[src/rtl/program_counter_pkg.sv]
// Shared constants and control decoding for the program counter.
// Holds the default bus width, default return-stack depth and reset vector.
package program_counter_pkg;

    localparam int DEFAULT_BUS_WIDTH   = 16;
    localparam int DEFAULT_STACK_DEPTH = 8;
    localparam int RESET_VECTOR        = 0;

    typedef enum logic [2:0] {
        OP_HOLD,
        OP_INC,
        OP_LOAD,
        OP_CALL,
        OP_RET
    } pc_op_e;

    // Strict priority: ret > call > load > inc > hold (reset is handled by the registers).
    function automatic pc_op_e decode_op(input logic ret, input logic call,
                                         input logic load, input logic inc);
        if (ret)       return OP_RET;
        else if (call) return OP_CALL;
        else if (load) return OP_LOAD;
        else if (inc)  return OP_INC;
        else           return OP_HOLD;
    endfunction

endpackage

[src/rtl/d_flipflop.sv]
// Shared register primitive: WIDTH-bit D register with synchronous reset and load enable.
module d_flipflop #(
    parameter int               WIDTH       = 1,
    parameter logic [WIDTH-1:0] RESET_VALUE = '0
) (
    input  logic             clock,
    input  logic             reset,
    input  logic             load,
    input  logic [WIDTH-1:0] d,
    output logic [WIDTH-1:0] q
);

    always_ff @(posedge clock) begin
        // NOTE: sequential state uses non-blocking assignment so every register samples pre-edge values.
        if (reset)
            q <= RESET_VALUE;
        else if (load)
            q <= d;
    end

endmodule

[src/rtl/return_stack.sv]
// LIFO of return addresses; built only when PC_CALL_STACK_EN is defined.
// Pushes while full and pops while empty are dropped; pop wins if both are requested.
`ifdef PC_CALL_STACK_EN
module return_stack #(
    parameter int DEPTH = 8,
    parameter int WIDTH = 16
) (
    input  logic                     clock,
    input  logic                     reset,
    input  logic                     push,
    input  logic                     pop,
    input  logic [WIDTH-1:0]         push_data,
    output logic [WIDTH-1:0]         top,
    output logic [$clog2(DEPTH):0]   depth,
    output logic                     empty,
    output logic                     full
);

    localparam int AW = $clog2(DEPTH);

    logic [WIDTH-1:0] mem [DEPTH];
    logic [AW:0]      top_slot;

    assign empty    = (depth == '0);
    assign full     = (depth == (AW + 1)'(DEPTH));
    assign top_slot = depth - 1'b1;
    assign top      = mem[top_slot[AW-1:0]];

    always_ff @(posedge clock) begin
        if (reset)
            depth <= '0;
        else if (pop && !empty)
            depth <= depth - 1'b1;
        else if (push && !full)
            depth <= depth + 1'b1;
    end

    // NOTE: entries are not reset; depth alone decides what is readable, so storage can stay plain RAM.
    always_ff @(posedge clock) begin
        if (!reset && push && !pop && !full)
            mem[depth[AW-1:0]] <= push_data;
    end

endmodule
`endif

[src/rtl/program_counter.sv]
// Program counter with jump, increment, call and return; the return stack and its
// status flags exist only when PC_CALL_STACK_EN is defined (otherwise call acts as load).
module program_counter
    import program_counter_pkg::*;
#(
    parameter int BUS_WIDTH   = DEFAULT_BUS_WIDTH,
    parameter int STACK_DEPTH = DEFAULT_STACK_DEPTH
) (
    input  logic                 clock,
    input  logic                 reset,
    input  logic [BUS_WIDTH-1:0] in,
    input  logic                 load,
    input  logic                 inc,
    input  logic                 call,
    input  logic                 ret,
    output logic [BUS_WIDTH-1:0] out,
    output logic                 empty,
    output logic                 full,
    output logic                 overflow,
    output logic                 underflow
);

    if (STACK_DEPTH < 2 || (STACK_DEPTH & (STACK_DEPTH - 1)) != 0) begin : g_bad_depth
        $error("program_counter: STACK_DEPTH must be a power of two and at least 2");
    end

    pc_op_e               op;
    logic [BUS_WIDTH-1:0] inc_addr;
    logic [BUS_WIDTH-1:0] next_addr;
    logic                 stack_empty;
    logic                 stack_full;
    logic [BUS_WIDTH-1:0] stack_top;

    assign inc_addr = out + BUS_WIDTH'(1);

`ifdef PC_CALL_STACK_EN
    logic [$clog2(STACK_DEPTH):0] unused_depth;
    logic                         overflow_q;
    logic                         underflow_q;

    assign op = decode_op(ret, call, load, inc);

    return_stack #(
        .DEPTH (STACK_DEPTH),
        .WIDTH (BUS_WIDTH)
    ) u_return_stack (
        .clock     (clock),
        .reset     (reset),
        .push      (op == OP_CALL),
        .pop       (op == OP_RET),
        .push_data (inc_addr),
        .top       (stack_top),
        .depth     (unused_depth),
        .empty     (stack_empty),
        .full      (stack_full)
    );

    // Sticky error flags: they record misuse but never block later operations.
    always_ff @(posedge clock) begin
        if (reset) begin
            overflow_q  <= 1'b0;
            underflow_q <= 1'b0;
        end else begin
            overflow_q  <= overflow_q  | ((op == OP_CALL) && stack_full);
            underflow_q <= underflow_q | ((op == OP_RET)  && stack_empty);
        end
    end

    assign empty     = stack_empty;
    assign full      = stack_full;
    assign overflow  = overflow_q;
    assign underflow = underflow_q;
`else
    logic unused_ret;

    assign unused_ret  = ret;
    assign op          = decode_op(1'b0, call, load, inc);
    assign stack_empty = 1'b1;
    assign stack_full  = 1'b0;
    assign stack_top   = out;

    assign empty     = 1'b1;
    assign full      = 1'b0;
    assign overflow  = 1'b0;
    assign underflow = 1'b0;
`endif

    always_comb begin
        // NOTE: default first so every path assigns next_addr and no latch is inferred.
        next_addr = out;
        unique case (op)
            OP_RET:           next_addr = stack_empty ? out : stack_top;
            OP_CALL, OP_LOAD: next_addr = in;
            OP_INC:           next_addr = inc_addr;
            default:          next_addr = out;
        endcase
    end

    d_flipflop #(
        .WIDTH       (BUS_WIDTH),
        .RESET_VALUE (BUS_WIDTH'(RESET_VECTOR))
    ) u_out_reg (
        .clock (clock),
        .reset (reset),
        .load  (1'b1),
        .d     (next_addr),
        .q     (out)
    );

endmodule
[config.mk]
export PLATFORM = sky130hd
export DESIGN_NAME = program_counter
export DESIGN_NICKNAME = d
export VERILOG_FILES = /design/src/rtl/program_counter_pkg.sv /design/src/rtl/d_flipflop.sv /design/src/rtl/return_stack.sv /design/src/rtl/program_counter.sv
export SDC_FILE = /design/constraint.sdc
export NUM_CORES = 1
export LEC_CHECK = 0
export CORE_MARGIN = 2
export CORE_UTILIZATION = 43
export CTS_BUF_LIST = sky130_fd_sc_hd__clkbuf_8
export DETAILED_ROUTE_END_ITERATION = 12
export PLACE_DENSITY = 0.82
export SYNTH_ARGS = -nofsm -noshare
export SYNTH_HDL_FRONTEND = slang
export SYNTH_SLANG_ARGS = --single-unit
export TNS_END_PERCENT = 5
[constraint.sdc]
create_clock -name clock -period 1.6 [get_ports clock]
set_input_delay 0.32 -clock clock [delete_from_list [all_inputs] [get_ports clock]]
set_output_delay 0.32 -clock clock [all_outputs]
set_load 0.02 [all_outputs]
==> Word-level counts from Yosys, hierarchy flattened <==
Cells that the tools add are included.
{ "op_classes": {"add_sub_neg": 1, "mul": 0, "n_div": 0, "order_cmp": 0, "n_eq_ne": 3, "shifts": 0, "n_mux": 4, "bitwise_logic": 0, "reduce_logical": 2} }
{ "op_table": {"columns": ["op", "n"], "rows": [
  ["$pmux 16 s2", 1],
  ["$add 16x1->16 const B", 1],
  ["$eq 3x2->1 const B", 2],
  ["$eq 3x1->1 const B", 1],
  ["$mux 3", 1],
  ["$mux 2", 1],
  ["$reduce_bool 2->1", 1],
  ["$reduce_or 2->1", 1],
  ["$mux 1", 1]
]} }
{ "totals": {"register_bits": 16, "latch_bits": 0, "ramBits": 0, "mem_bits_ro": 0, "input_bits": 22, "output_inout_bits": 20, "word_cells": 11, "n_memories": 0} }

==> Logic depth before layout (Yosys ltp) <==
{ "logic_depth": {"word_depth": 6, "mapped_depth": 5, "ltp_nobuf": 5} }

==> Cells and area by module <==
A second synthesis with hierarchy kept.
{ "hier_totals": {"cells_unflattened": 139, "hier_area_um2": 1142.3} }
{ "modules_own_cells": {"columns": ["module", "n_inst", "cells_each", "area_per_inst_um2", "seq_area_each_um2"], "rows": [
  ["d_flipflop", 1, 52, 580.6, 320.3],
  ["program_counter", 1, 87, 561.8, 0.0]
]} }

==> Least setup slack after synthesis <==
OpenSTA, ideal clock, no wires.
{ "synth_path": {"path_kind": "register to register", "start": "reg u_out_reg.q[0]", "end": "reg u_out_reg.q[14]", "setup_time_ns": 0.088, "arrival_time_ns": 1.545, "required_time_ns": 1.512, "slack_ns": -0.033, "path_stages_with_launch": 6, "path_buffers": 0, "period_less_slack_ns": 1.633, "cell_sequence": "dfxtp_1 > ha_1 > nand4_4 > nor4_1 > nor4_1 > nor4_2"} }
{ "synth_via": {"elab_chain_len": 2} }
{ "synth_rtl": {"columns": ["element", "line_no", "rtl"], "rows": [
  ["from (decl)", "d_flipflop.sv:10", "output logic [WIDTH-1:0] q"],
  ["from (signal assigned)", "d_flipflop.sv:16", "q <= RESET_VALUE;"],
  ["from (signal assigned)", "d_flipflop.sv:18", "q <= d;"],
  ["$add 16x1->16", "program_counter.sv:34", "assign inc_addr = out + BUS_WIDTH'(1);"],
  ["$pmux 16 s2", "program_counter.sv:91", "unique case (op)"]
]} }
Every way passes these cells.
A chain may end at the register's enable or synchronous reset.

==> Final worst setup path <==
{ "layout_path": {"start": "reg u_out_reg.q[0]", "end": "reg u_out_reg.q[6]"} }
Same word-level chain as after synthesis.

==> impl.org <==
** Timing
- Achievable Freq :: 638 MHz
- Clock skew on the completed layout was measured at 1.18 ps.
- Final worst path period need :: ~1600 ps
- Setup total negative slack on the finished layout was measured at 0 ps.
- Total count of max-transition violations in the final report :: 0
- Final worst hold slack :: 568 ps
- Dividing the final minimum period by the clock period gives 0.980.
- Setup violations remaining at the end of the flow were counted as 0.
- The final-report hold violation count came to 0.
- Setup repair after global routing left no endpoint under its margin.

** Layout
- Fill cells in the final layout number 185.
- Share of post-route cells with drive strength above 1 :: 0.215
- Largest registers in the final layout :: u_out_reg.q x16
- Area growth syn-to-layout :: 50.9%
- More flip-flops sit in one register than any other, and that register is u_out_reg.q.
- Once layout is done, the placed cells without fillers occupy between 1000 and 1500 µm².
- Number of nets in the layout :: 169
- Max FFs per register :: 16
- The number of antenna diodes in the final layout is 0.

** Logic synthesis
- Number of distinct standard cells referenced by the synthesized netlist :: 30
- Fraction of the mapped netlist area in simple logic gates :: 0.304
- Ranked by total cell area, the synthesized netlist is headed by dfxtp_1, xnor2_1, nor2_1, nor4_2, a211oi_1.
- Flip-flop and latch count after synthesis :: 16
- Syn avg cell area :: 8.92 µm²
- The mapped netlist covers about 950 µm².
- The synthesized-area fraction occupied by ao, oa, aoi and oai cells was 0.164.
- After synthesis, the largest family of logic cells by area is simple AND/OR/NAND/NOR gates.
- The share of the Yosys chip area taken by registers is 0.336.
- The share of synthesized area in the top cell type comes to 0.336.
- Of the total synthesized cell area, the portion taken by XOR and XNOR cells is 0.101.
- Synthesis handed over a netlist of approximately 110 instances.
- Of the total synthesized cell area, the portion taken by full adders, half adders and majority gates is 0.0131.
- Share of synthesized area spent on multiplexers :: 0.0105
- dfxtp_1 takes more of the synthesized area than any other cell.
- Yosys synthesis warning count :: 0

** Worst setup path
- The worst setup path is captured at a register.
- Together, buffers and inverters on the worst path number 0.
- On the critical path, the stage with the largest delay is an instance of or3_4.
- The critical path goes through ha_2 -> nand4_4 -> or3_4 -> a311oi_2.
- STA puts the critical path data required time at 1750 ps.
- Worst endpoint data arrival time :: 1720 ps
- Startpoint type of the worst setup path :: register
- Kind of cell adding the most delay to the critical path :: simple AND/OR/NAND/NOR gates
- The worst setup path is of the register to register kind.
- For this run, the slowest stage of the critical path takes 420 ps.
- Along the worst path, the maximum fanout reaches 7.

** Placement
- In this run the cell area measured after placement is 1350 µm².
- The congestion estimate from routability-driven global placement came to ~0.79.
- HPWL Detailed :: between 1.5 and 2 mm
- In this run the tool buffered the top-level ports with 36 buffer cells.

** Global route
- The initial antenna violation count was 0.
- GRT Overall Usage :: 0.190
- First-pass GRT wire length :: 3.71 mm
- Summed over all layers, the global routing overflow is 0.
- Via count of the first global-routing pass :: between 800 and 900
- Pin count of the biggest net entering global routing :: 17

** Drt
- The first routing iteration left 17 violations.
- Average vias per placed instance :: 5.35
- Detailed-routing iteration count for the pre-antenna-repair pass :: 5
- Vias after detailed routing :: 921
- In this run the remaining antenna-violating nets after routing total 0.
- Routed length per instance :: 13.8 µm
- For this run, design rule violations remaining after detail routing come to 0.
- Routed wire length :: 2.37 mm

** Run status
- Result of the run :: complete, no violations

** Floorplanning
- I/O pins :: 42
- The initial utilization of the core area, before any placement, comes to 0.444.
- Row count :: 17
- Die ar. :: 2610 µm²
- CORE AREA :: 2150 µm²
- Die X-Extent :: approximately 51 µm
- Die H :: 51.1 µm

** CTS
- Clock-pin slew was measured on the worst setup and hold paths at 60 ps.
- Number of buffers created by CTS :: 3
- The later pin in the worst-skew pair is clocked with a latency of 240 ps.
- Buffers inserted during post-CTS setup optimization :: 0
- Number of sinks driven by the clock tree :: 16
- The tree is rooted in a clkbuf_8.
- Number of buffers between clock root and the deepest sink :: 2
- CTS Hold Buffers Added :: 0
- Level count of the clock H-tree :: 1
- TritonCTS built the clock tree.

** Pwr
- Net load switching power :: ~0.30 mW
- Of the total power, the share spent switching nets is 0.291.
- Clock share of power :: 0.289
- In this run the power density over the cells is 709 nW/µm².
- The internal portion of the total power is approximately 0.72 mW.
- Post-layout power :: 1.02 mW
- Peak supply drop :: 0.000453 V
- Of the total power, combinational logic draws 0.249.
- Standby leakage power :: ~0.57 nW
- Seq pwr share :: 0.462

** Min path
- Hold Path Class :: register to register

** Job
- Max_cap viols :: 0
==> layout make-up <==
| cell class | count | area, µm² | share of cell area |
|---|---|---|---|
| Clock buffer | 3 | 41.3 | 0.0287 |
| Inverter | 2 | 7.51 | 0.00521 |
| Multi-Input combinational cell | 81 | 634 | 0.440 |
| Sequential cell | 16 | 325 | 0.226 |
| Tap cell | 28 | 35.0 | 0.0243 |
| Timing Repair Buffer | 42 | 397 | 0.275 |
==> layout by cell type (no fill, tap or decap), types with 3 or more instances in the layout <==
| cell type | instances |
|---|---|
| clkdlybuf4s50_1 | 23 |
| nor2_1 | 17 |
| dfxtp_1 | 14 |
| dlygate4sd2_1 | 11 |
| xnor2_1 | 8 |
| a211oi_1 | 8 |
| buf_4 | 6 |
| nand2_1 | 5 |
| nor4_2 | 4 |
| a211oi_2 | 4 |
| conb_1 | 4 |
| nand4_1 | 3 |
| xor2_1 | 3 |
| clkbuf_8 | 3 |
==> what timing repair did <==
action,4_1_cts,5_1_grt
resized for setup,13,9
setup endpoints to repair,13,6
pin swaps,0,0
==> power by group through the flow <==
stage / Combinational (mW) / Sequential, mW / Clock [mW]
2_1_floorplan: 0.104 / 0.510 / 0
3_3_place_gp: 0.258 / 0.477 / 0
3_5_place_dp: 0.262 / 0.479 / 0
4_1_cts: 0.252 / 0.471 / 0.306
5_1_grt: 0.271 / 0.477 / 0.318
6_report: 0.254 / 0.472 / 0.295
==> synth_stat cells <==
library cell / number
a211oi_1: 8
a211oi_2: 4
a21bo_2: 1
a311oi_1: 3
and3_1: 1
buf_1: 1
buf_2: 1
buf_4: 4
clkbuf_1: 4
conb_1: 2
dfxtp_1: 16
ha_1: 1
inv_1: 2
mux2i_1: 1
nand2_1: 5
nand3_1: 2
nand3_2: 2
nand3b_1: 1
nand4_1: 3
nand4_2: 1
nand4_4: 1
nor2_1: 18
nor3_1: 2
nor3_2: 1
nor4_1: 2
nor4_2: 5
o21ai_0: 2
or3_1: 2
xnor2_1: 8
xor2_1: 3
==> path summary, 6_finish.rpt <==
| kind | slack (ps) | to | depth (start not counted) | start |
|---|---|---|---|---|
| min | 570 | u_out_reg.q[5] | 2 | u_out_reg.q[5] |
| max reg2reg | 30 | u_out_reg.q[6] | 4 | u_out_reg.q[0] |
| min reg2reg | 570 | u_out_reg.q[5] | 2 | u_out_reg.q[5] |
| max | 30 | u_out_reg.q[6] | 4 | u_out_reg.q[0] |
==> stage by stage <==
step	setup WS, ps	utilization	cells
after global routing	0.00810	0.670	172
after detailed placement	-271	0.630	169
final	32.4	0.670	172
after CTS	18.2	0.649	172
after floorplan	87.3	-	109
after global placement	-222	0.630	169
==> routing by layer <==
layer	global-route usage	share of wire	routed length (µm)	vias to the layer above
met5	0	0	0	-
met4	0.144	0.024	57	0
met3	0.0175	0.043	102	6
met2	0.346	0.52	1240	32
met1	0.200	0.41	971	429
li1	-	-	-	454
==> worst register-to-register path, cell delays in order (launching register included) <==
cell	delay, ps
dfxtp_4	380
ha_2	210
nand4_4	190
or3_4	420
a311oi_2	280
==> cells by family after synthesis <==
group | Yosys count
and+or+nand+nor | 46
AOI/OAI and AO/OA | 18
DFF | 16
buffers and inverters | 12
xor gates and xnor gates | 11
other | 2
adders and majority gates | 1
muxes | 1
Power figures use the tool's default switching activity.
